### src/rtl/cut_bist_pkg.sv
// Shared definitions for the CUT BIST controller: FSM states, default feedback taps
// and the Galois shift step used by both the pattern generator and the signature register.
package cut_bist_pkg;

  localparam int DATA_W = 32;
  localparam logic [DATA_W-1:0] DEFAULT_TAPS = 32'h0040_0007;

  typedef enum logic [2:0] {
    ST_IDLE,
    ST_SEED,
    ST_APPLY,
    ST_CAPTURE,
    ST_DONE
  } state_t;

  // Galois-form shift: bits that fall off the top feed back through the tap mask.
  function automatic logic [DATA_W-1:0] step(input logic [DATA_W-1:0] x,
                                             input logic [DATA_W-1:0] taps);
    return {x[DATA_W-2:0], 1'b0} ^ (x[DATA_W-1] ? taps : '0);
  endfunction

endpackage

### src/rtl/lfsr_misr_core.sv
// Shift register with load, clear and step-enable; xor_in folds a response word into each step.
// Tie xor_in to zero for a plain LFSR, drive it with CUT outputs for a MISR.
module lfsr_misr_core
  import cut_bist_pkg::*;
#(
  parameter int WIDTH = DATA_W,
  parameter logic [WIDTH-1:0] TAPS = DEFAULT_TAPS
) (
  input  logic             clk,
  input  logic             rst,
  input  logic             load,
  input  logic [WIDTH-1:0] load_val,
  input  logic             clear,
  input  logic             step_en,
  input  logic [WIDTH-1:0] xor_in,
  output logic [WIDTH-1:0] q
);

  always_ff @(posedge clk or posedge rst) begin
    if (rst) begin
      q <= '0;
    end else if (load) begin
      q <= load_val;
    end else if (clear) begin
      q <= '0;
    end else if (step_en) begin
      q <= step(q, TAPS) ^ xor_in;
    end
  end

endmodule

### src/rtl/cut_bist_controller.sv
// BIST sequencer and CUT access mux: seeds an LFSR, applies N_PATTERNS patterns held SETTLE
// cycles each, compacts responses into a MISR and reports pass against GOLDEN.
module cut_bist_controller
  import cut_bist_pkg::*;
#(
  parameter int WIDTH = 32,
  parameter int N_PATTERNS = 1024,
  parameter int SETTLE = 1,
  parameter logic [WIDTH-1:0] SEED = 32'h0000_0001,
  parameter logic [WIDTH-1:0] GOLDEN = 32'h0000_0000,
  parameter logic [WIDTH-1:0] TAPS = DEFAULT_TAPS
) (
  input  logic             clk,
  input  logic             rst,
  input  logic             start,
  input  logic             abort,
  input  logic [WIDTH-1:0] func_in,
  input  logic [WIDTH-1:0] cut_out,
  output logic [WIDTH-1:0] cut_in,
  output logic             busy,
  output logic             done,
  output logic             pass,
  output logic [WIDTH-1:0] signature,
  output logic [15:0]      pattern_cnt
);

  // An all-zero LFSR would lock up, so a zero seed is promoted to 1.
  localparam logic [WIDTH-1:0] SEED_EFF = (SEED == '0) ? WIDTH'(1) : SEED;
  localparam int SCW = (SETTLE > 1) ? $clog2(SETTLE) : 1;
  localparam logic [SCW-1:0] SETTLE_LAST = SCW'(SETTLE - 1);
  localparam logic [16:0] N_LAST = 17'(N_PATTERNS);

  state_t           state;
  logic [WIDTH-1:0] pat;
  logic [WIDTH-1:0] lfsr_q;
  logic [WIDTH-1:0] misr_q;
  logic [SCW-1:0]   settle_cnt;
  logic [15:0]      cnt_q;
  logic [16:0]      cnt_inc;
  logic             seeding;
  logic             capturing;
  logic [WIDTH-1:0] lfsr_next;
  logic [WIDTH-1:0] misr_next;

  // Abort gates the datapath so the signature stays frozen for debug.
  assign seeding   = (state == ST_SEED) && !abort;
  assign capturing = (state == ST_CAPTURE) && !abort;
  assign cnt_inc   = {1'b0, cnt_q} + 17'd1;
  assign lfsr_next = step(lfsr_q, TAPS);
  assign misr_next = step(misr_q, TAPS) ^ cut_out;

  lfsr_misr_core #(.WIDTH(WIDTH), .TAPS(TAPS)) u_lfsr (
    .clk      (clk),
    .rst      (rst),
    .load     (seeding),
    .load_val (SEED_EFF),
    .clear    (1'b0),
    .step_en  (capturing),
    .xor_in   ('0),
    .q        (lfsr_q)
  );

  lfsr_misr_core #(.WIDTH(WIDTH), .TAPS(TAPS)) u_misr (
    .clk      (clk),
    .rst      (rst),
    .load     (1'b0),
    .load_val ('0),
    .clear    (seeding),
    .step_en  (capturing),
    .xor_in   (cut_out),
    .q        (misr_q)
  );

  always_ff @(posedge clk or posedge rst) begin
    if (rst) begin
      state      <= ST_IDLE;
      busy       <= 1'b0;
      done       <= 1'b0;
      pass       <= 1'b0;
      pat        <= '0;
      settle_cnt <= '0;
      cnt_q      <= '0;
    end else if (abort) begin
      state <= ST_IDLE;
      busy  <= 1'b0;
      done  <= 1'b0;
      pass  <= 1'b0;
    end else begin
      case (state)
        ST_IDLE: begin
          if (start) begin
            state <= ST_SEED;
            busy  <= 1'b1;
          end
        end
        ST_SEED: begin
          state      <= ST_APPLY;
          pat        <= SEED_EFF;
          settle_cnt <= '0;
          cnt_q      <= '0;
        end
        ST_APPLY: begin
          if (settle_cnt == SETTLE_LAST) begin
            state <= ST_CAPTURE;
          end else begin
            settle_cnt <= settle_cnt + 1'b1;
          end
        end
        ST_CAPTURE: begin
          cnt_q      <= cnt_inc[15:0];
          settle_cnt <= '0;
          if (cnt_inc == N_LAST) begin
            state <= ST_DONE;
            busy  <= 1'b0;
            done  <= 1'b1;
            pass  <= (misr_next == GOLDEN);
          end else begin
            state <= ST_APPLY;
            pat   <= lfsr_next;
          end
        end
        ST_DONE: begin
          if (start) begin
            state <= ST_SEED;
            busy  <= 1'b1;
            done  <= 1'b0;
            pass  <= 1'b0;
          end
        end
        default: begin
          state <= ST_IDLE;
          busy  <= 1'b0;
          done  <= 1'b0;
          pass  <= 1'b0;
        end
      endcase
    end
  end

  assign cut_in      = busy ? pat : func_in;
  assign signature   = misr_q;
  assign pattern_cnt = cnt_q;

endmodule

### config.mk
export PLATFORM = sky130hd
export DESIGN_NAME = cut_bist_controller
export DESIGN_NICKNAME = d
export VERILOG_FILES = /design/src/rtl/cut_bist_pkg.sv /design/src/rtl/lfsr_misr_core.sv /design/src/rtl/cut_bist_controller.sv
export SDC_FILE = /design/constraint.sdc
export NUM_CORES = 1
export LEC_CHECK = 0
export ABC_AREA = 1
export ABC_CLOCK_PERIOD_IN_PS = 2660
export BUFFER_PORTS_ARGS = -buffer_cell sky130_fd_sc_hd__buf_2
export CAP_MARGIN = 5
export CORE_ASPECT_RATIO = 0.8
export CORE_UTILIZATION = 30
export DETAILED_ROUTE_END_ITERATION = 6
export PLACE_DENSITY_LB_ADDON = 0.12
export SLEW_MARGIN = 20
export SYNTH_ARGS = -nofsm -noshare
export SYNTH_HDL_FRONTEND = slang
export SYNTH_HIERARCHICAL = 1
export SYNTH_SLANG_ARGS = --single-unit
### constraint.sdc
create_clock -name clk -period 2.66 [get_ports clk]
set_input_delay 0.532 -clock clk [delete_from_list [all_inputs] [get_ports clk]]
set_output_delay 0.532 -clock clk [all_outputs]
set_load 0.02 [all_outputs]
**Yosys cells after proc, flatten, opt, wreduce, memory -nomap -nowiden**

Cells that the tools add are included.
W data, S select, Z words.

- Register bits after elaboration: 119
- Input port bits: 68
- Output and inout bits: 83
- Word-level logic and storage cells: 73

- Add/subtract/negate cells: 2
- Eq/ne operators: 12
- Muxes and demuxes: 28
- Bitwise gates (word level): 4
- Reduce and logical (&&, ||, !) cells: 18

Operators by type and width:

| operator | count |
|---|---|
| $mux W32 | 6 |
| $pmux W32 S2 | 1 |
| $xor A32 B32 Y32 | 2 |
| $mux W23 | 2 |
| $logic_not A32 Y1 | 1 |
| $pmux W16 S2 | 1 |
| $xor A32 B23 Y32 | 1 |
| $add A16 B1 Y17 const B | 1 |
| $eq A17 B11 Y1 const B | 1 |
| $mux W3 | 4 |
| $pmux W3 S4 | 1 |
| $mux W1 | 9 |
| $pmux W1 S3 | 3 |
| $reduce_and A3 Y1 | 3 |
| $eq A3 B2 Y1 const B | 2 |
| $ne A3 B3 Y1 const B | 2 |
| $reduce_and A2 Y1 | 3 |
| $reduce_bool A2 Y1 | 3 |
| $reduce_or A2 Y1 | 3 |
| $ne A2 B1 Y1 const B | 2 |
| $eq A3 B1 Y1 const B | 1 |
| $eq A3 B3 Y1 const B | 1 |
| $logic_not A3 Y1 | 1 |
| $ne A3 B1 Y1 const B | 1 |
| 8 further kinds | 9 |

**Depth between registers and ports, before layout**

Gate-level depths: netlist of the first run.

- Word-level depth: 7
- Gate-level depth with buffers: 15
- Depth with buffers taken out: 14

**Cells and area by module**

Netlist of the first run, hierarchy kept.

Modules (own cells, without submodules):

| module | instances | cells each | area each (sq um) | seq. area each (sq um) |
|---|---|---|---|---|
| lfsr_misr_core | 2 | 259 | 2000.7 | 800.8 |
| cut_bist_controller | 1 | 446 | 3415.8 | 1351.3 |

**Worst setup path after synthesis of the first run**

No wires, ideal clock.

- Path kind: register to output
- Start: register busy
- End: output port cut_in[10]
- Arrival: 1.477 ns
- Required time: 2.128 ns
- Setup slack: 0.651 ns
- Stages on the path, launching flop included: 4
- Cell sequence: dfrtp_1 > clkbuf_1 > clkbuf_1 > mux2_2

- Word-level cells in the longest chain between the ends: 1

RTL lines:

| what | line | source |
|---|---|---|
| start: declaration | cut_bist_controller.sv:20 | `output logic busy,` |
| start signal: assignment | cut_bist_controller.sv:77 | `busy <= 1'b0;` |
| start signal: assignment | cut_bist_controller.sv:85 | `busy <= 1'b0;` |
| start signal: assignment | cut_bist_controller.sv:93 | `busy <= 1'b1;` |
| $mux W32 | cut_bist_controller.sv:140 | `assign cut_in = busy ? pat : func_in;` |
| end: declaration | cut_bist_controller.sv:19 | `output logic [WIDTH-1:0] cut_in,` |

No other way between the ends.

**Worst setup path in the final report of the first run**

- Start: register busy
- End: output port cut_in[25]

Same word-level chain as after synthesis.

==> results of run 1 <==
-- layout by cell type, fill, tap and decap left out, drive strengths merged, types with 17 or more instances in the layout --
master,Yosys,final
nand2,258,258
buf,23,164
conb,2,130
a21oi,125,125
dfrtp,118,118
nor2,96,96
nand3,90,90
or2,67,67
inv,54,56
mux2,31,31
o21ai,18,18
clkbuf,16,17
-- power by group through the flow --
stage	registers [mW]	clock network, mW	logic (mW)
5_1_grt	2.46	2.55	1.79
6_report	2.39	2.39	1.58
3_3_place_gp	2.43	0	1.58
3_5_place_dp	2.43	0	1.59
2_1_floorplan	2.44	0	1.10
4_1_cts	2.40	2.47	1.60
-- final timing paths --
path,start,slack [ns],depth (start not counted),endpoint
max,busy,0.38,3,cut_in[25]
min in group clk,start,0.40,3,busy
min,rst,0.18,2,pat[15]
max reg2reg,state[2],0.44,8,u_lfsr/q[23]
max in group asynchronous,rst,1.87,3,pat[7]
min reg2reg,pat[11],0.47,2,pat[11]
-- flip-flops by register name, indices dropped and copies added (netlist names) --
register     cells
busy             1
u_misr/q        32
pattern_cnt     16
pass             1
u_lfsr/q        32
pat             32
state            3
done             1
-- cell families (layout without fill, tap and decap cells) --
group / Yosys count / in the layout / synth area share, %
compound gates: 156 / 156 / 12.9
fa+ha+maj: 1 / 1 / 0.169
mux: 31 / 31 / 4.71
flops: 118 / 118 / 39.8
buf+inv: 93 / 250 / 6.01
xor+xnor: 27 / 27 / 3.19
other cells: 2 / 130 / 0.101
simple gates: 536 / 536 / 33.1
-- routing by layer --
layer	GRT usage (%)	up-vias	part of all wire, %
met5	0	-	0
met4	3.37	0	0.70
met3	3.57	11	4.2
met2	24.7	127	42
met1	23.5	2963	53
li1	-	3585	-
-- layout make-up --
| class | count | area share, % |
|---|---|---|
| clock buffer | 17 | 4.45 |
| clock inverter | 15 | 1.88 |
| inverter | 54 | 2.15 |
| multi-input combinational | 881 | 47.1 |
| sequential | 118 | 30.9 |
| tap | 318 | 4.16 |
| timing repair buffer | 164 | 9.34 |
==> impl_results.md, run 1 <==
- Count leader, synth: nand2_1
- Vias in the first global route: between 6,000 and 7,000
- Register area share after synthesis: roughly 40%
- Remaining antenna violation count after routing: 0
- Worst hold path type: input port to asynchronous set/reset pin
- Net Sw Frac: approximately a third
- Final Hold Vio Count: 0
- CTS Buf Count: 17
- Iter 0 DRT Violations: around 370
- Period minus WS final: around 2.3 ns
- CTS H-Tree Depth: 4
- RSZ-0062 raised after global routing: false
- Congestion Overflow GR: 0
- WS Path Type: flop to output port
- Final Util: 39.3%
- Synth area leaders: dfrtp_1 40%, nand2_1 13%, nand3_1 5.9%
- Fin Hold WS: ~0.18 ns
- Antenna violations before repair: 0
- Post-layout nets: approximately 1,300
- Synthesized instance count: just under 1,000
- Clock Latency Late Sink: approximately 0.42 ns
- Register Area: just under 3000 um2
- Routability congestion estimate: just over 0.8
- Peak supply drop: between 400 and 500 uV
- Vias per cell: approximately 4.3
- Cells after DPL: around 1,500
- Post-CTS sizing: 0
- Data required time at the worst endpoint: between 2 and 2.5 ns
- Ys Warns: 6
- Max Clk Rate: ~440 MHz
- Worst-margin pin slew: around 0.68 ns
- Slew Limit Fails: 0
- Routed WL: a little under 20,000 um
- # fillers: approximately 2,600
- Total Power: 6.37 mW
- CP max FO: 34
- Core Rows: about 50
- Buf/Inv on CP: 2
- First-pass DRT Iterations: 4
- Largest net degree at the start of global routing: 37
- Final cell area excluding filler cells: approximately 9600 um2
- Post-synth top area cell: dfrtp_1
- Root buffer cell: clkbuf_16
- Syn-to-layout area delta: 28.9%
- Slew headroom: roughly 55%
- Distinct cells, synth: 38
- WL per Instance: 12.5 um
- Pint: 4.21 mW
- Post-Layout Cell Count: between 1,500 and 2,000
- Setup crit end kind: output port
- Static Leakage: around 4.8 nW
- Die Wd: around 180 um
- Psw: 2.15 mW
- Final period util: a little under nine tenths
- Area of the mapped netlist: about 7400 um2
- CP arrival: 1.75 ns
- I/O Buffers: 150
- Async S/R FF share, synth: 100%
- IO Count: about 150
- Residual DRC count: 0
- Status: complete, no violations
- TritonCTS Sinks: ~120
- Max Clock Skew: 0.00980 ns
- CP delay by family, top: buffers and inverters
- Core Box Area: 24,300 um2
- Reg clk slew, reported paths: ~0.070 ns
- Top_reg_cell synth: dfrtp_1
- EDFF count, synth: 0
- Final worst slack: 0.377 ns
- Share of layout cells above drive strength 1: between 20% and 30%
- Startpoint Class: flop
- Via count: 6,686
- GR Util All Layers: around 16%
- Initial Util: between 30% and 40%
- Max incr delay on CP: around 0.40 ns
- Cts-stage hold buffer count: 0
- # diodes: 0
- DP Area: 8960 um2
- Seq cells post-synth: 118
- Cell Pwr Density: between 600 and 700 nW/um2
- TNS Setup: 0 ns
- Combinational power share: 24.9%
- Avg Cell Area, Syn: roughly 7.7 um2
- Max Cap Violations: 0
- Clk pwr share: 37.5%
- First-pass GRT wire length: 32,400 um
- Multi-input logic area: between 4000 and 5000 um2
- Share of the synthesized area in the top cell type: ~40%
- Cell chain of the critical path: buf_4 > mux2_2 > buf_2
- Pre-CTS WS: between 0.2 and 0.25 ns
- Synth cell count leaders: 253 x nand2_1, 118 x dfrtp_1, 88 x nand3_1
- Die ar.: around 25,000 um2
- Sequential share of power: between 30% and 40%
- CTS Buffer Depth: 2
- CTS tree: built
- Die height: between 100 and 150 um
- DP Wirelength: roughly 14,000 um
- Setup violations, final: 0
- Slowest CP cell: buf_4
- Post-CTS Setup Bufs: 0
Note: power is estimated with default switching activity, not from simulation.
==> inputs of run 2 (changes only) <==
ABC_CLOCK_PERIOD_IN_PS = 2710   (was 2660)
clock period = 2.71 ns   (was 2.66 ns; I/O delays follow)
==> run 2 against run 1 <==
Effect of this change:
- setup slack improved by 0.0011 ns
- clock skew decreased by 0.0013 ns
- hold slack gained 0.015 ns
- critical endpoint is now cut_in[23]
==> impl_results.md, run 2 (same netlist as run 1, synthesis figures left out) <==
- Status: complete, no violations
- Static Leakage: 4.78 nW (+0.36%)
- Cell Pwr Density: 670 nW/um2 (+0.71%)
- Net Sw Frac: 32.6% (-1.2 points)
- TritonCTS Sinks: 118 (unchanged)
- Max Clk Rate: between 400 and 500 MHz
- Psw: 2.10 mW (-2.4%)
- Routed WL: 20,100 um (+2.5%)
- Total Power: 6.44 mW (+1.2%)
- Slowest CP cell: buf_4
- CP max FO: 34 (unchanged)
- Root buffer cell: clkbuf_16
- Slew headroom: 61.7% (+7.0 points)
- Worst-margin pin slew: 0.575 ns (-0.104 ns)
- I/O Buffers: 150 (unchanged)
- Core Box Area: 24,300 um2 (unchanged)
- Clk pwr share: 39.3% (+1.8 points)
- Peak supply drop: 434 uV (-9.3%)
- Clock Latency Late Sink: 0.42 ns (about the same)
- Largest regs: pat: 32 flops, u_lfsr/q: 32 flops, u_misr/q: 32 flops
- Final Util: 39.5% (+0.19 points)
- Final cell area excluding filler cells: 9610 um2 (+0.48%)
- First-pass DRT Iterations: 4 (unchanged)
- Commonest non-fill, non-tap cell in the layout: nand2_1
- Slew Limit Fails: 0 (unchanged)
- Setup crit end kind: output port
- WS Path Type: flop to output port
- Remaining antenna violation count after routing: 0 (unchanged)
- Post-layout nets: 1,305 (unchanged)
- Die ar.: 25,400 um2 (unchanged)
- R2R cell count: 8 (unchanged)
- Max Cap Violations: 0 (unchanged)
- TNS Setup: 0 ns (unchanged)
- Pint: 4.34 mW (+3.0%)
- Die Wd: 178 um (unchanged)
- RSZ-0062 raised after global routing: false
- Final period util: roughly 86%
- Pre-CTS WS: -0.00109 ns (-0.222 ns)
- DP Wirelength: 13,500 um (about the same)
- CTS H-Tree Depth: 4 (unchanged)
- Register Area: 2950 um2 (unchanged)
- Via count: 6,772 (+1.3%)
- Worst R2R Setup Slack: 0.47 ns (+0.03 ns)
- Routability congestion estimate: 0.802 (-1.5%)
- Initial Util: 30.5% (unchanged)
- DP Area: 8960 um2 (unchanged)
- Post-Layout Cell Count: 1,568 (+0.064%)
- CTS tree: built
- Vias per cell: 4.32 (+1.2%)
- Congestion Overflow GR: 0 (unchanged)
- Iter 0 DRT Violations: 319 (-14%)
- Startpoint Class: flop
- Cell chain of the critical path: buf_4 > mux2_2 > buf_2
- Worst hold path type: input port to asynchronous set/reset pin
- Final Hold Vio Count: 0 (unchanged)
- CTS Buffer Depth: 2 (unchanged)
- GR Util All Layers: 16.4% (+0.15 points)
- Syn-to-layout area delta: 29.6%
- Cells after DPL: 1,535 (unchanged)
- Die height: 143 um (unchanged)
- Max incr delay on CP: 0.43 ns (+0.03 ns)
- Residual DRC count: 0 (unchanged)
- Leading cell types in the layout, fill and taps excluded: 253 x nand2_1, 150 x buf_2, 130 x conb_1
- Fin Hold WS: 0.195 ns (+0.0146 ns)
- First-pass GRT wire length: 32,400 um (+0.21%)
- Setup violations, final: 0 (unchanged)
- IO Count: 151 (unchanged)
- # fillers: 2,517 (-2.1%)
- CP delay by family, top: buffers and inverters
- Largest net degree at the start of global routing: 37 (unchanged)
- Final worst slack: 0.378 ns (+0.00112 ns)
- Buf/Inv on CP: 2 (unchanged)
- Share of layout cells above drive strength 1: 29.0% (-0.16 points)
- Period minus WS final: approximately 2.3 ns
- Multi-input logic area: 4510 um2 (unchanged)
- Max Clock Skew: 0.00853 ns (-0.00127 ns)
- Vias in the first global route: 6,117 (-0.44%)
- Core Rows: 51 (unchanged)
- CTS Buf Count: 17 (unchanged)
- WL per Instance: 12.8 um (+2.5%)
- Crit path depth: 3 (unchanged)
- Post-CTS Setup Bufs: 0 (unchanged)
- Sequential share of power: 36.5% (-1.1 points)
- Antenna violations before repair: 1 (+1)
- Combinational power share: 24.2% (-0.7 points)
- CP arrival: 1.79 ns (+0.04 ns)
- Reg clk slew, reported paths: 0.06 ns (about the same)
- Data required time at the worst endpoint: 2.17 ns (+0.04 ns)
[run 2: layout make-up]
class / instances / share of cell area (%)
sequential: 118 / 30.7
antenna: 1 / 0.0260
timing repair buffer: 164 / 9.30
tap: 318 / 4.14
inverter: 54 / 2.16
clock inverter: 12 / 2.08
clock buffer: 20 / 4.65
multi-input combinational: 881 / 46.9
[run 2: final timing paths]
check / end / startpoint
max: cut_in[23] / busy
min: pat[25] / rst
max reg2reg: u_lfsr/q[20] / state[2]
min reg2reg: pat[6] / pat[6]
max in group asynchronous: pat[7] / rst
min in group clk: busy / start
[run 2: timing repair]
item,4_1_cts,5_1_grt
resized for setup,0,2
hold buffers,0,0
hold endpoints to repair,0,0
setup endpoints to repair,0,7
[run 2: power groups by stage]
| stage | logic (mW) | registers, mW | clock network [mW] |
|---|---|---|---|
| 3_5_place_dp | 1.57 | 2.38 | 0 |
| 4_1_cts | 1.57 | 2.36 | 2.61 |
| 5_1_grt | 1.76 | 2.41 | 2.68 |
| 2_1_floorplan | 1.07 | 2.40 | 0 |
| 3_3_place_gp | 1.55 | 2.38 | 0 |
| 6_report | 1.56 | 2.35 | 2.53 |
[run 2: metal layers]
layer  vias to the layer above  global-route usage (%)  part of all wire [%]
met3                        12                    3.78                   4.3
met5                         -                       0                     0
met2                       113                    24.5                    43
met1                      3062                    23.7                    52
met4                         0                    4.05                  0.73
li1                       3585                       -                     -
==> inputs of run 3 (changes only) <==
BUFFER_PORTS_ARGS = -buffer_cell sky130_fd_sc_hd__buf_4   (was -buffer_cell sky130_fd_sc_hd__buf_2)
==> run 3 against run 2 <==
Effect of this change:
- clock power fell by 15%
- via count shrank 0.16%
- sequential share of layout area down 0.85 points
- fmax down 1.7%
- largest power group is now sequential cells
- critical path depth is the same
==> impl_results.md, run 3 (same netlist as run 1, synthesis figures left out) <==
- GR Util All Layers: 16.6% (+0.23 points)
- Die Wd: 178 um (unchanged)
- CP arrival: 1.83 ns (+0.04 ns)
- Data required time at the worst endpoint: 2.17 ns (about the same)
- Largest net degree at the start of global routing: 44 (+19%)
- Via count: 6,761 (-0.16%)
- Core Box Area: 24,300 um2 (unchanged)
- Commonest non-fill, non-tap cell in the layout: nand2_1
- Core Rows: 51 (unchanged)
- Die ar.: 25,400 um2 (unchanged)
- CTS tree: built
- Share of layout cells above drive strength 1: 29.1% (+0.10 points)
- Leading cell types in the layout, fill and taps excluded: 253 x nand2_1, 160 x buf_4, 130 x conb_1
- Clock Latency Late Sink: 0.42 ns (about the same)
- Slew headroom: 53.8% (-7.8 points)
- Post-CTS sizing: 0 (unchanged)
- CP max FO: 30 (-12%)
- Post-layout nets: 1,304 (-0.077%)
- WL per Instance: 12.9 um (+0.63%)
- CTS Buf Count: 17 (unchanged)
- Period minus WS final: 2.37 ns (+0.0405 ns)
- Reg clk slew, reported paths: 0.06 ns (about the same)
- Fin Hold WS: 0.0814 ns (-0.114 ns)
- Max Clk Rate: 422 MHz (-1.7%)
- Syn-to-layout area delta: 33.2%
- R2R cell count: 12 (+4)
- Residual DRC count: 0 (unchanged)
- Routed WL: 20,200 um (+0.50%)
- WS Path Type: flop to output port
- Worst hold path type: input port to asynchronous set/reset pin
- DP Wirelength: 13,700 um (+0.93%)
- CTS Buffer Depth: 2 (unchanged)
- Reg-to-Reg Start: pattern_cnt[0]
- Setup crit end kind: output port
- Worst-margin pin slew: 0.691 ns (+0.116 ns)
- Congestion Overflow GR: 0 (unchanged)
- Peak supply drop: 476 uV (+9.7%)
- Final period util: 87.5% (+1.5 points)
- Setup violations, final: 0 (unchanged)
- Remaining antenna violation count after routing: 0 (unchanged)
- Vias in the first global route: 6,299 (+3.0%)
- First-pass GRT wire length: 32,900 um (+1.6%)
- TNS Setup: 0 ns (unchanged)
- Initial Util: 30.5% (unchanged)
- # diodes: 0 (-1)
- Startpoint Class: flop
- Static Leakage: 4.84 nW (+1.3%)
- TritonCTS Sinks: 118 (unchanged)
- Max Cap Violations: 0 (unchanged)
- Slew Limit Fails: 0 (unchanged)
- IO Count: 151 (unchanged)
- Post-CTS Setup Bufs: 0 (unchanged)
- RSZ-0062 raised after global routing: false
- Final Hold Vio Count: 0 (unchanged)
- Routability congestion estimate: 0.857 (+6.9%)
- First-pass DRT Iterations: 4 (unchanged)
- Cts-stage hold buffer count: 0 (unchanged)
- Root buffer cell: clkbuf_16
- Max Clock Skew: 0.0126 ns (+0.00402 ns)
- Cell Pwr Density: 627 nW/um2 (-6.5%)
- Die height: 143 um (unchanged)
- Iter 0 DRT Violations: 356 (+12%)
- Reg2Reg Capture Point: pat[21]
- Largest regs: pat: 32 flops, u_lfsr/q: 32 flops, u_misr/q: 32 flops
- Status: complete, no violations
- Worst R2R Setup Slack: 0.48 ns (about the same)
- CTS H-Tree Depth: 4 (unchanged)
- Vias per cell: 4.32 (about the same)
- I/O Buffers: 150 (unchanged)
- Antenna violations before repair: 0 (-1)
-- run 3: cell types whose count changed in the layout (fill, tap and decap cells not counted), moves of 2 or more --
| cell | before | now |
|---|---|---|
| clkinv_2 | 2 | 4 |
| buf_4 | 11 | 160 |
| clkbuf_1 | 2 | 0 |
| bufinv_16 | 5 | 1 |
| clkinv_4 | 1 | 3 |
| buf_2 | 150 | 0 |
| clkinvlp_4 | 3 | 5 |
-- run 3: final cells by class --
cell class	instances	area, um2
Clock buffer	17	425
Clock inverter	15	131
Fill cell	2524	14400
Inverter	54	205
Multi-Input combinational cell	881	4510
Sequential cell	118	2950
Tap cell	318	398
Timing Repair Buffer	163	1260
-- run 3: metrics by stage --
stage / cells / cell area, um2 / utilization (%) / total power, mW / setup slack (ns)
2_1_floorplan: 1092 / 7900 / - / 3.47 / 0.691
3_3_place_gp: 1534 / 9330 / 38.4 / 4.05 / 0.316
3_5_place_dp: 1534 / 9330 / 38.4 / 4.08 / 0.273
4_1_cts: 1566 / 9880 / 40.6 / 6.29 / 0.289
5_1_grt: 1566 / 9880 / 40.6 / 6.59 / 0.212
6_report: 1566 / 9880 / 40.6 / 6.19 / 0.338
-- run 3: critical path, stage by stage (launching register included) --
cell     delay [ns]
dfrtp_2        0.42
buf_4          0.42
mux2_2         0.39
buf_4          0.15
-- run 3: how the worst max path moves through the flow --
stage / endpoint / startpoint / slack, ns / cells past startpoint
floorplan: cut_in[10] / busy / 0.69 / 3
global placement: u_lfsr/q[23] / abort / 0.32 / 9
detailed placement: u_lfsr/q[28] / abort / 0.27 / 9
CTS: cut_in[1] / busy / 0.29 / 3
global route: pat[10] / pattern_cnt[0] / 0.21 / 12
finish: cut_in[21] / busy / 0.34 / 3
-- run 3: routing by layer --
metal / GRT usage [%] / wire (um)
met1: 23.1 / 10400
met2: 25.9 / 8970
met3: 3.41 / 778
met4: 4.95 / 115
met5: 0 / 0
-- run 3: power by group --
group | switching (mW) | internal, mW | leakage (nW)
registers | 0.325 | 2.03 | 1.48
logic | 0.913 | 0.764 | 3.10
clock network | 0.898 | 1.26 | 0.261
total | 2.14 | 4.06 | 4.84
